## src/rtl/alu_shift_pkg.sv

```systemverilog
// Shared ALU shift definitions: widths, normalize modes,
// FSM states and shifter aluc encodings.
package alu_shift_pkg;
  localparam int WIDTH = 32;
  localparam int SHW   = $clog2(WIDTH) + 1;

  localparam logic NORM_LEFT  = 1'b0;
  localparam logic NORM_RIGHT = 1'b1;

  typedef enum logic {
    IDLE,
    SEARCH
  } state_t;

  localparam logic [1:0] ALUC_SRA  = 2'b00;
  localparam logic [1:0] ALUC_SLL  = 2'b01;
  localparam logic [1:0] ALUC_SRL  = 2'b10;
  localparam logic [1:0] ALUC_SLL2 = 2'b11;
endpackage

```

## src/rtl/norm_step.sv

```systemverilog
// One binary-search step: shift work by k toward the
// chosen edge when the k bits at that edge are all zero.
module norm_step
  import alu_shift_pkg::*;
(
  input  logic [WIDTH-1:0] work,
  input  logic [SHW-1:0]   k,
  input  logic             mode,
  output logic [WIDTH-1:0] work_nx,
  output logic             hit
);
  localparam logic [WIDTH-1:0] ONES = '1;

  always_comb begin
    hit     = 1'b0;
    work_nx = work;
    unique case (1'b1)
      (mode == NORM_LEFT): begin
        hit = (work & ~(ONES >> k)) == '0;
        if (hit) work_nx = work << k;
      end
      (mode == NORM_RIGHT): begin
        hit = (work & ~(ONES << k)) == '0;
        if (hit) work_nx = work >> k;
      end
      default: ;
    endcase
  end
endmodule

```

## src/rtl/shift_normalizer32.sv

```systemverilog
// Multi-cycle normalizer: fixed 5-step binary search for
// the leading/trailing one, with zero-operand override.
module shift_normalizer32
  import alu_shift_pkg::*;
(
  input  logic             clk,
  input  logic             rst_n,
  input  logic             start,
  input  logic             mode,
  input  logic [WIDTH-1:0] a,
  output logic             busy,
  output logic             done,
  output logic [WIDTH-1:0] norm,
  output logic [SHW-1:0]   shamt,
  output logic             zero
);
  localparam logic [SHW-1:0] K0   = SHW'(WIDTH / 2);
  localparam logic [2:0]     LAST = 3'($clog2(WIDTH) - 1);

  state_t           state_q, state_d;
  logic [WIDTH-1:0] work_q, work_nx;
  logic [SHW-1:0]   acc_q, acc_nx, k;
  logic [2:0]       step_q;
  logic             mode_q, op_zero, hit, last;

  assign k      = K0 >> step_q;
  assign acc_nx = acc_q + (hit ? k : '0);
  assign busy   = (state_q == SEARCH);

  norm_step u_step (
    .work    (work_q),
    .k       (k),
    .mode    (mode_q),
    .work_nx (work_nx),
    .hit     (hit)
  );

  always_comb begin
    state_d = state_q;
    last    = 1'b0;
    case (state_q)
      IDLE:
        if (start) state_d = SEARCH;
      SEARCH:
        if (step_q == LAST) begin
          last    = 1'b1;
          state_d = IDLE;
        end
      default: state_d = IDLE;
    endcase
  end

  always_ff @(posedge clk or negedge rst_n) begin
    if (!rst_n) state_q <= IDLE;
    else        state_q <= state_d;
  end

  always_ff @(posedge clk or negedge rst_n) begin
    if (!rst_n) begin
      work_q  <= '0;
      acc_q   <= '0;
      step_q  <= '0;
      mode_q  <= NORM_LEFT;
      op_zero <= 1'b0;
      done    <= 1'b0;
      norm    <= '0;
      shamt   <= '0;
      zero    <= 1'b0;
    end else begin
      done <= 1'b0;
      if (state_q == IDLE) begin
        if (start) begin
          work_q  <= a;
          mode_q  <= mode;
          acc_q   <= '0;
          step_q  <= '0;
          op_zero <= (a == '0);
        end
      end else begin
        work_q <= work_nx;
        acc_q  <= acc_nx;
        step_q <= step_q + 3'd1;
        if (last) begin
          // all-zero operand never finds a one; report WIDTH
          done   <= 1'b1;
          norm   <= op_zero ? '0 : work_nx;
          shamt  <= op_zero ? SHW'(WIDTH) : acc_nx;
          zero   <= op_zero;
          step_q <= '0;
        end
      end
    end
  end
endmodule

```

## config.mk

```make
export PLATFORM = sky130hd
export DESIGN_NAME = shift_normalizer32
export DESIGN_NICKNAME = d
export VERILOG_FILES = /design/src/rtl/alu_shift_pkg.sv /design/src/rtl/norm_step.sv /design/src/rtl/shift_normalizer32.sv
export SDC_FILE = /design/constraint.sdc
export NUM_CORES = 1
export LEC_CHECK = 0
export ABC_AREA = 1
export BUFFER_PORTS_ARGS = -buffer_cell sky130_fd_sc_hd__buf_2
export CAP_MARGIN = 20
export CELL_PAD_IN_SITES_DETAIL_PLACEMENT = 1
export CELL_PAD_IN_SITES_GLOBAL_PLACEMENT = 1
export CORE_MARGIN = 2
export CORE_UTILIZATION = 42
export CTS_CLUSTER_DIAMETER = 150
export DETAILED_ROUTE_END_ITERATION = 8
export GPL_TIMING_DRIVEN = 0
export PLACE_DENSITY = 0.9
export SLEW_MARGIN = 25
export SYNTH_ARGS = -nofsm -noshare
export SYNTH_HDL_FRONTEND = slang
export SYNTH_SLANG_ARGS = --single-unit
```

## constraint.sdc

```tcl
create_clock -name clk -period 5 [get_ports clk]
set_input_delay 1.25 -clock clk [delete_from_list [all_inputs] [get_ports clk]]
set_output_delay 1.25 -clock clk [all_outputs]
set_load 0.01 [all_outputs]
```

==> qor.yml <==
clk_path_buf_depth: 2
tns_ps: 0
cts_resized: 0
yosysMostFrequentCell: "nand2_1"
cts.reportedPaths.clkPinSlew_ps: 70
grt_pass1_wl_mm: 72.90
cp.buffers_inverters: 6
nFillCells: 3005
required_ps: 5250
synth-edff-count: 0
seqCellArea_um2: 2102
postRouteAntennaNets: 0
seq_area_frac_synth: 0.2413
grt_setup_unrepaired: "no"
drtPass1Iterations: 8
crit_fanout: 10
hold_viol: 0
drv_slew: 0
crit_type: "reg -> reg"
stdcell_count: 1937
totalWireLength_mm: 49.02
max_stage_delay_ps: 470
crit_top_cell: "nand2_1"
fmax_mhz: 216.6
row_count: 52
synth_nets: 1621
hold-path-cell-count: 2
drtIter0Drc: 1542
yosys-top-cells-count: "nand2_1 (621), nand3_1 (472), inv_1 (114)"
initial_utilization: 0.4291
wl_per_cell_um: 25.31
synth_cell_types: 34
clkLatencyLatePin_ps: 360
fin_worst_skew_ps: 9.128
areaGrowthSynthToFinish_pct: 12.60
cp_top_family: "simple AND/OR/NAND/NOR gates"
yosys_warnings: 0
rr_startpoint: "step_q[1]"
htree_levels: 3
cts_tree: "done"
multi_input_area_um2: 5733
cts_num_sinks: 84
setup.worst_path.start_class: "register"
finish.utilization: 0.4832
hp-class: "reg -> reg"
dp_cells: 1921
synth_area_leaders: "nand3_1 (27%), nand2_1 (27%), dfrtp_1 (24%), inv_1 (4.9%), o21ai_0 (2.9%)"
max_cap_viol_count: 0
core_area_um2: 20300
cts-root-buf: "clkbuf_16"
cp.depth: 27
finalCritPeriodShare: 0.9233
ios: 77
grt_overflow: 0
grt_max_degree: 73
tightest_slew_ps: 933.2
vias_per_cell: 6.232
syn_inst: 1574
min_from: "norm[12]"
grtUsageTotal: 0.4476
num-nets-final: 1709
synthArstFlopShare: 1.000
status: "finished clean"
ys_ff_latch: 84
synth_top_area_frac: 0.2712
syn_area_per_cell_um2: 5.534
synth_area_um2: 8711
die_y_um: 148.0
drc: 0
reg2regPathDepth: 27
cts_buffers: 9
drive_gt1_frac: 0.08518
synth_area_leader_cell: "nand3_1"
dieArea_um2: 21910
antenna_found_initial: 0
period_needed_ps: 4617
slew_headroom: 0.3779
io_buffers: 76
hold_slack_ps: 483.6
holdBufCountCts: 0
post-dp-hpwl_mm: 39.73
setup_viol: 0
first_global_vias: 11930
die_x_um: 148.0
crit_start: "step_q[1]"
gp_congestion: 1.090
postCtsSetupBuffers: 0
vias: 12070
antenna_cells: 0
crit_arrival_ps: 4870
synthFlopType: "dfrtp_1"
cp_slowest_cell: "dfrtp_1"
end_kind: "register"
[metal layers]
metal / track usage / part of all wire / wire [µm]
met2: 0.6690 / 0.43 / 20960
met4: 0.1933 / 0.045 / 2182
met1: 0.6264 / 0.42 / 20460
met5: 0 / 0 / 0
met3: 0.09074 / 0.11 / 5418
[cell families after synthesis]
family                   count (synthesis)  share of synthesized area
XOR/XNOR                                 2                   0.002011
AND/OR/NAND/NOR                       1186                     0.5924
AO/OA/AOI/OAI                           76                    0.04625
flip-flops                              84                     0.2413
adder cells (fa/ha/maj)                 11                    0.01666
buffers and inverters                  215                     0.1014
[cell usage in the layout, fill, tap and decap left out, types with 4 or more instances in the layout]
| master | n |
|---|---|
| nand2_1 | 621 |
| nand3_1 | 472 |
| inv_1 | 114 |
| buf_2 | 94 |
| dfrtp_1 | 84 |
| nor2_1 | 57 |
| o21ai_0 | 51 |
| clkbuf_1 | 44 |
| buf_1 | 21 |
| a21oi_1 | 14 |
| nand4_1 | 11 |
| ha_1 | 10 |
| clkbuf_16 | 9 |
| nor4_1 | 8 |
| nor2_2 | 5 |
| buf_4 | 5 |
| buf_6 | 5 |
| o21ai_1 | 4 |
[metrics by stage]
stage / cell area, µm² / worst slack, ps
detailed placement: 9463 / 328.3
CTS: 9799 / 320.7
floorplan: 8711 / 1558
global placement: 9429 / 630.9
global route: 9808 / 106.3
finish: 9808 / 383.4
[path summary, 6_finish.rpt]
path | end | slack [ps]
worst max-delay path | shamt[5] | 380
max in group asynchronous | work_q[5] | 3680
min in group asynchronous | norm[24] | 700
worst min register to register | norm[12] | 480
worst max register to register | shamt[5] | 380
worst min-delay path | norm[12] | 480
[registers in the layout (all words and copies together) (netlist names)]
register  cells
op_zero       1
done          1
acc_q         6
work_q       32
step_q        3
norm         32
zero          1
mode_q        1
busy          1
shamt         6
[layout make-up]
class                      count  share of cell area
clock buffer                  10             0.02437
inverter                     120             0.04618
timing repair buffer          77             0.04222
tap                          270             0.03444
sequential                    84              0.2143
buffer                        95             0.04401
multi-input combinational   1275              0.5845
clock inverter                 6            0.009950
[worst register-to-register path: stages (launching register included)]
cell     delay, ps
dfrtp_1        470
inv_1          170
ha_1           280
buf_4          220
nand3_1        130
nor2_2         260
o21ai_0        220
inv_1           90
nor2_1          50
nand2_1         50
nor2_1          40
nand2_1        210
buf_2          310
nand2_1        100
o21ai_1        270
nor2_1         130
ha_1           390
a21o_1         200
a31oi_1        200
inv_1           80
nand2_1        100
nand2_1         70
nand2_1         80
nand2_1         50
nand2_1         60
nand2_1         80
o22ai_1        160
inv_1           60
Power is not shown: default switching activity piles up to over one toggle a cycle in this logic, so the estimate is an artifact.
